**src/rtl/dmem_pkg.sv**
```systemverilog
// Shared types and widths for the data-memory responder.
// Optional perf counters: DMEM_RESPONDER_PERF_CNT_EN.
package dmem_pkg;

  typedef enum logic [1:0] {
    IDLE,
    WAIT,
    ACCESS,
    RESP
  } state_t;

  localparam int WORD_W = 32;
  localparam int CNT_W  = 4;
  localparam int PERF_W = 16;

endpackage

```
**src/rtl/dmem_ram_array.sv**
```systemverilog
// Word storage for dmem_responder: synchronous write, async read.
// No reset; contents survive a responder reset.
module dmem_ram_array
  import dmem_pkg::*;
#(
  parameter int ADDR_W = 6
) (
  input  logic              clk,
  input  logic              we,
  input  logic [ADDR_W-1:0] addr,
  input  logic [WORD_W-1:0] wdata,
  output logic [WORD_W-1:0] rdata
);

  logic [WORD_W-1:0] mem [2**ADDR_W];

  always_ff @(posedge clk) begin
    if (we) mem[addr] <= wdata;
  end

  assign rdata = mem[addr];

endmodule

```
**src/rtl/dmem_responder.sv**
```systemverilog
// Valid/ready data-memory responder with programmable wait states.
// Optional rd_cnt/wr_cnt outputs: DMEM_RESPONDER_PERF_CNT_EN.
module dmem_responder
  import dmem_pkg::*;
#(
  parameter int ADDR_W      = 6,
  parameter int WAIT_CYCLES = 2
) (
  input  logic              clk,
  input  logic              reset,
  input  logic              req_valid,
  output logic              req_ready,
  input  logic              req_we,
  input  logic [WORD_W-1:0] req_addr,
  input  logic [WORD_W-1:0] req_wdata,
  output logic              rsp_valid,
  input  logic              rsp_ready,
  output logic [WORD_W-1:0] rsp_rdata,
  output logic              rsp_err,
`ifdef DMEM_RESPONDER_PERF_CNT_EN
  output logic [PERF_W-1:0] rd_cnt,
  output logic [PERF_W-1:0] wr_cnt,
`endif
  output logic              busy
);

  localparam logic [CNT_W-1:0] WAIT_LD =
    (WAIT_CYCLES == 0) ? '0 : CNT_W'(WAIT_CYCLES - 1);

  state_t            state_q, state_d;
  logic [CNT_W-1:0]  cnt_q, cnt_d;
  logic              cap;
  logic              we_q, mis_q;
  logic [ADDR_W-1:0] idx_q;
  logic [WORD_W-1:0] wdata_q;
  logic [WORD_W-1:0] rdata_q;
  logic              err_q;
  logic              mem_we;
  logic [WORD_W-1:0] ram_rdata;

  // Upper address bits alias silently.
  logic unused_addr;
  assign unused_addr = ^req_addr[WORD_W-1:ADDR_W+2];

  always_comb begin
    state_d   = state_q;
    cnt_d     = cnt_q;
    cap       = 1'b0;
    req_ready = 1'b0;
    unique case (state_q)
      IDLE: begin
        req_ready = 1'b1;
        if (req_valid) begin
          cap = 1'b1;
          if (WAIT_CYCLES == 0) begin
            state_d = ACCESS;
          end else begin
            state_d = WAIT;
            cnt_d   = WAIT_LD;
          end
        end
      end
      WAIT: begin
        if (cnt_q == '0) state_d = ACCESS;
        else cnt_d = cnt_q - 1'b1;
      end
      ACCESS: state_d = RESP;
      RESP: begin
        if (rsp_ready) state_d = IDLE;
      end
      default: state_d = IDLE;
    endcase
  end

  assign mem_we    = (state_q == ACCESS) && we_q && !mis_q;
  assign rsp_valid = (state_q == RESP);
  assign busy      = (state_q != IDLE);
  assign rsp_rdata = rdata_q;
  assign rsp_err   = err_q;

  always_ff @(posedge clk or negedge reset) begin
    if (!reset) begin
      state_q <= IDLE;
      cnt_q   <= '0;
      we_q    <= 1'b0;
      mis_q   <= 1'b0;
      idx_q   <= '0;
      wdata_q <= '0;
      rdata_q <= '0;
      err_q   <= 1'b0;
    end else begin
      state_q <= state_d;
      cnt_q   <= cnt_d;
      if (cap) begin
        we_q    <= req_we;
        mis_q   <= (req_addr[1:0] != 2'b00);
        idx_q   <= req_addr[ADDR_W+1:2];
        wdata_q <= req_wdata;
      end
      if (state_q == ACCESS) begin
        rdata_q <= (we_q || mis_q) ? '0 : ram_rdata;
        err_q   <= mis_q;
      end
    end
  end

`ifdef DMEM_RESPONDER_PERF_CNT_EN
  logic acc_ok;
  assign acc_ok = (state_q == ACCESS) && !mis_q;

  always_ff @(posedge clk or negedge reset) begin
    if (!reset) begin
      rd_cnt <= '0;
      wr_cnt <= '0;
    end else begin
      if (acc_ok && !we_q && rd_cnt != '1) rd_cnt <= rd_cnt + 1'b1;
      if (acc_ok && we_q && wr_cnt != '1) wr_cnt <= wr_cnt + 1'b1;
    end
  end
`endif

  dmem_ram_array #(.ADDR_W(ADDR_W)) u_ram (
    .clk   (clk),
    .we    (mem_we),
    .addr  (idx_q),
    .wdata (wdata_q),
    .rdata (ram_rdata)
  );

endmodule

```
**config.mk**
```make
export PLATFORM = sky130hd
export DESIGN_NAME = dmem_responder
export DESIGN_NICKNAME = d
export VERILOG_FILES = /design/src/rtl/dmem_pkg.sv /design/src/rtl/dmem_ram_array.sv /design/src/rtl/dmem_responder.sv
export SDC_FILE = /design/constraint.sdc
export NUM_CORES = 2
export LEC_CHECK = 0
export BUFFER_PORTS_ARGS = -buffer_cell sky130_fd_sc_hd__buf_4
export CORE_MARGIN = 5
export CORE_UTILIZATION = 40
export CTS_BUF_LIST = sky130_fd_sc_hd__clkbuf_4
export DETAILED_ROUTE_END_ITERATION = 10
export GPL_TIMING_DRIVEN = 0
export SLEW_MARGIN = 20
export SYNTH_ARGS = -nofsm -noshare
export SYNTH_HDL_FRONTEND = slang
export SYNTH_SLANG_ARGS = --single-unit
```
**constraint.sdc**
```tcl
create_clock -name clk -period 5.1 [get_ports clk]
set_input_delay 0.51 -clock clk [delete_from_list [all_inputs] [get_ports clk]]
set_output_delay 0.51 -clock clk [all_outputs]
set_load 0.1 [all_outputs]
```
---- After elaboration in Yosys (flattened, before gate mapping) ----
Memories as Yosys holds them, arrays and structs flattened.
Cells that the tools add are included.
operators by class
  add/subtract/negate cells ............... 1
  multiplexer cells ....................... 13
  reduce and logical (&&, ||, !) cells .... 11
  equality and inequality tests ........... 7
operator list
  cell                 count
  $mux 32              1
  $mux 4               2
  $pmux 2 s4           1
  $pmux 4 s2           1
  $mux 2               3
  $ne 2x2->1 const B   3
  $reduce_and 3->1     2
  $reduce_bool 2->1    3
  $mux 1               5
  $eq 2x2->1 const B   2
  $logic_not 4->1      1
  $sub 4x1->4 const B  1
  $eq 2x1->1 const B   1
  $logic_and 1x1->1    2
  $logic_not 2->1      1
  $ne 2x1->1 const B   1
  $logic_not 1->1      1
  $logic_or 1x1->1     1
storage, ports and cells
  output and inout bits ................... 36
  register bits after elaboration ......... 79
  word-level logic and storage cells ...... 41
  bits of input ports ..................... 69
  RAM bits ................................ 2048
  memories ................................ 1
memory list
  name       words  width  rd ports  clocked after Yosys merged registers in  write ports  RTL line              text
  u_ram.mem  64     32     1         0                                        1            dmem_ram_array.sv:15  logic [WORD_W-1:0] mem [2**ADDR_W];

---- Longest topological paths before layout ----
  depth in word-level cells ............... 5
  mapped depth ............................ 11

---- Cells and area by module ----
A second synthesis with hierarchy kept.
unflattened totals
  cell total of the unflattened synthesis .. 4474
  area total of the unflattened synthesis .. 81499.4 um^2
modules (own cells, without submodules)
  module          cells an instance  area each (um^2)  instances
  dmem_ram_array  4207               78287.6           1
  dmem_responder  267                3211.8            1

---- Worst setup path after synthesis ----
Ideal clock, no wire load.
  path kind ............................... register to register
  start ................................... register idx_q[2]
  end ..................................... memory u_ram.mem[12][0] (enable)
  clock period less this slack ............ 3401 ps
  arrival time ............................ 2980 ps
  cell stages (with the launch flop) ...... 9
  data required time ...................... 4679 ps
  path buffers ............................ 5
  setup slack ............................. 1699 ps
  cell sequence ........................... dfrtp_1 buf_2 buf_6 buf_2 buf_2 buf_2 and3_1 nand2_1 nor2_1
RTL lines
  element                   RTL line              text
  start: declaration        dmem_responder.sv:34  logic [ADDR_W-1:0] idx_q;
  start signal: assignment  dmem_responder.sv:97  idx_q <= req_addr[ADDR_W+1:2];
  end: declaration          dmem_ram_array.sv:15
Straight into the memory's write port.

---- Worst setup path after layout ----
  start ................................... register idx_q[2]
  end ..................................... memory u_ram.mem[62][8] (enable)
Straight into the memory's write port.

==> impl_results.md <==
- Outcome: finished, violations left
- Violated checks: negative setup slack
- Max Clock Freq: ~190 MHz
- Reported net switching power: 24300 uW
- Fin nets: around 5500
- Quantity of I/O buffers inserted on ports: 80
- Number of buffers between clock root and the deepest sink: 4
- Number of warnings issued by yosys: 0
- Number of global-route vias before repair: 51359
- Register area share after synthesis: 0.785
- Syn_area_per_cell: about 18 um2
- Clk slew on worst S/H paths: 0.06 ns
- Static leakage power: between 0.03 and 0.04 uW
- Post-place instance area: 0.0886 mm2
- Clock Power Share: 0.244
- Total gr overflow: 0
- Insertion delay to the later sink of the worst-skew pair: between 1 and 1.5 ns
- Final Hold Viols: 0
- Final critical delay including setup and external delays: between 5 and 6 ns
- Worst Setup SP: idx_q[2]
- Share of final-layout standard cells stronger than drive strength 1: 0.258
- Sw Share: 0.404
- Share of the clock period used by the worst path: 1.03
- Type of element launching the critical path: register
- End of the critical path: u_ram.mem[62][8]
- DR vias: approximately 53000
- Proportion of synthesized flip-flops having asynchronous set or reset: 0.0371
- Slew HR: 0.164
- Quantity of gates resized following cts: 0
- Pwr Total: roughly 60000 uW
- Fraction of power consumed by combinational cells: 0.369
- Max Transition Viols Final: 0
- TritonCTS Sinks: 2127
- Die H: between 400 and 500 um
- Remaining routing DRC violations: 0
- GRT Total Usage: 0.266
- Sequential power share: 0.387
- Fin area: approximately 0.097 mm2
- Worst R2R Setup Slack: -0.16 ns
- HPWL reported at the end of detailed placement: 194000 um
- Max_cap viols: 0
- Post-Synthesis Cell Area: around 0.08 mm2
- Layout-stage area growth over the synthesis result: 19.4%
- Die outline area: between 0.2 and 0.25 mm2
- First-pass iteration count of the detailed router: 10
- Worst-case clock skew: 0.129 ns
- Post-synthesis cell count: around 4600
- Filler cell count in the final layout: ~17000
- Top fanout value on the critical path: 19
- CTS Root Buffer Type: sky130_fd_sc_hd__clkbuf_4
- Number of buffers created by CTS: between 500 and 600
- Required @ worst endpoint: 6.13 ns
- First-pass GRT wire length: around 390000 um
- Place WS: about 0.12 ns
- Largest net degree at the start of global routing: 80
- Worst EP arrival: ~6.3 ns
- DR vias/cell: between 6 and 7
- DRT antenna net count: 0
- Total of endpoints with negative setup slack in the final report: about 240
- Post-synth EDFFs: 2048
- Initial DRC Count: between 8000 and 9000
- Crit path kind: reg -> reg
- Antenna violations before repair: 23
- Maximum level of the CTS H-tree: 6
- Placed cell count: 7458
- Post-layout instance count excluding filler cells: ~8500
- Worst hold path class: in -> async
- Weighted congestion at the end of routability-driven global placement: between 0.9 and 1
- Maximum vdd drop: about 0.51 mV
- Internal power summed over all cells: 35800 uW
- Endpoint of the worst register-to-register path: u_ram.mem[62][8]
- Chip Width: around 460 um
- I/O Pins: 105
- Total wire length after detailed routing: just under 300000 um
- Commonest register cell after synthesis: sky130_fd_sc_hd__edfxtp_1
- Routed wire per std cell: roughly 34 um
- Worst setup slack after layout: -0.157 ns
- Core Rows: 165
- Initial core utilization: 0.401
- Reg2reg path depth: 9
- CP endpoint kind: register
- Worst-Margin Slew: ~1.3 ns
- Power density relative to cell area: 622 mW/mm2
- Core Area: between 0.2 and 0.25 mm2
- TritonCTS clock tree: done
- Critical R2R Launch: idx_q[2]
- Setup repair after global routing missed its margin: yes
- Flip-flop and latch count after synthesis: ~2100
- Netlist cell types: 63
- Setup TNS: -13.30 ns
- Syn Nets: ~4700
==> cell type report <==
type	count	area, um2	share of cell area
Buffer	351	1650	0.0170
Timing Repair Buffer	326	4960	0.0513
Tap cell	2672	3340	0.0346
Clock buffer	807	6060	0.0627
Antenna cell	15	37.5	0.000388
Multi-Input combinational cell	2082	16200	0.168
Clock inverter	112	694	0.00719
Inverter	22	82.6	0.000855
Sequential cell	2127	63600	0.658
==> how the worst min path moves through the flow <==
stage	start	end	slack, ns	cells after the start
2_1_floorplan	reset	cnt_q[0]	0.21	0
5_1_grt	reset	wdata_q[4]	0.22	4
3_5_place_dp	cnt_q[0]	cnt_q[0]	0.48	1
6_report	reset	wdata_q[19]	0.26	4
3_3_place_gp	cnt_q[0]	cnt_q[0]	0.49	1
4_1_cts	rsp_ready	state_q[1]	0.09	5
==> per-stage QoR <==
step                 util  hold WS, ns
floorplan               -        0.214
global placement    0.421        0.491
detailed placement  0.439        0.484
CTS                 0.478       0.0925
global route        0.479        0.218
finish              0.479        0.255
==> layer usage <==
metal  vias up  wire [um]  global-route usage
li1      21241          -                   -
met1     26779     104000               0.340
met2      4098     129000               0.400
met3       919      38000              0.0905
met4        16      17700               0.149
met5         -        103                   0
==> cell usage after synthesis (17+ instances only) <==
cell type	instances	area, um2
sky130_fd_sc_hd__a22o_1	82	718
sky130_fd_sc_hd__mux2i_1	145	1450
sky130_fd_sc_hd__o211ai_1	17	128
sky130_fd_sc_hd__nand2_1	133	499
sky130_fd_sc_hd__a221oi_1	254	2220
sky130_fd_sc_hd__edfxtp_1	2048	61500
sky130_fd_sc_hd__dfrtp_1	79	1980
sky130_fd_sc_hd__mux4_2	47	1060
sky130_fd_sc_hd__buf_2	138	691
sky130_fd_sc_hd__clkbuf_1	160	601
sky130_fd_sc_hd__inv_1	19	71.3
sky130_fd_sc_hd__nor3_1	27	135
sky130_fd_sc_hd__nor2_1	161	604
sky130_fd_sc_hd__buf_1	27	101
sky130_fd_sc_hd__o32ai_1	24	210
sky130_fd_sc_hd__a211oi_1	43	323
sky130_fd_sc_hd__mux2_2	102	1150
sky130_fd_sc_hd__a221o_1	29	290
sky130_fd_sc_hd__a22oi_1	415	3120
sky130_fd_sc_hd__nand2b_1	22	138
sky130_fd_sc_hd__a21oi_1	82	410
sky130_fd_sc_hd__o22ai_1	173	1080
sky130_fd_sc_hd__o21ai_0	109	546
sky130_fd_sc_hd__nor4_1	31	194
==> power by group through the flow <==
stage	Sequential [uW]	Clock (uW)	Combinational [uW]
floorplan	24800	0	9210
global placement	26100	0	17700
detailed placement	23600	0	21100
CTS	23200	14700	21400
global route	23200	15700	22600
finish	23200	14600	22200
==> cell usage in the layout (no fill, tap or decap), drive strengths merged, types with 10 or more instances in the layout <==
master       instances
o22ai              173
and4b               13
o22a                15
edfxtp            2048
clkinv              86
nor2b               10
a211oi              43
o32ai               24
a31oi               15
inv                 35
nand4               16
nor4                31
dlygate4sd3        117
a22o                82
mux2i              145
nand2b              22
o31a                14
nand2              133
clkbuf             968
a21oi               82
buf                399
or2                 16
dfrtp               79
mux2               104
a32oi               16
diode               15
nor2               162
o21ai              123
o211ai              17
a221o               29
nor3                27
a22oi              415
a221oi             254
mux4                47
==> repair_timing <==
item	CTS	global route
setup buffers	0	4
endpoints found under the hold margin	125	0
endpoints found under the setup margin	0	20
hold buffers	118	0
==> cell families (layout without fill, tap and decap cells) <==
group	count (synthesis)	in the layout	synth area share
other cells	0	15	0
simple gates	458	458	0.0268
mux	296	296	0.0455
flops	2127	2127	0.785
fa+ha+maj	5	5	0.000773
buf+inv	373	1618	0.0212
compound gates	1323	1323	0.121
==> worst max-delay path: stages (launching register included) <==
cell                      delay (ns)
sky130_fd_sc_hd__dfrtp_1        0.32
sky130_fd_sc_hd__buf_2          0.52
sky130_fd_sc_hd__buf_6          0.34
sky130_fd_sc_hd__buf_2          0.54
sky130_fd_sc_hd__buf_2          0.51
sky130_fd_sc_hd__buf_2          0.59
sky130_fd_sc_hd__and3_1         0.34
sky130_fd_sc_hd__nand2_1        0.48
sky130_fd_sc_hd__nor2_4         0.86
sky130_fd_sc_hd__buf_12         0.27
==> sequential cells by signal (all words and copies together) (netlist names) <==
signal,flops
we_q,1
u_ram.mem,2048
state_q,2
idx_q,6
rsp_rdata,32
wdata_q,32
rsp_err,1
mis_q,1
cnt_q,4
Note: power is estimated with default switching activity, not from simulation.
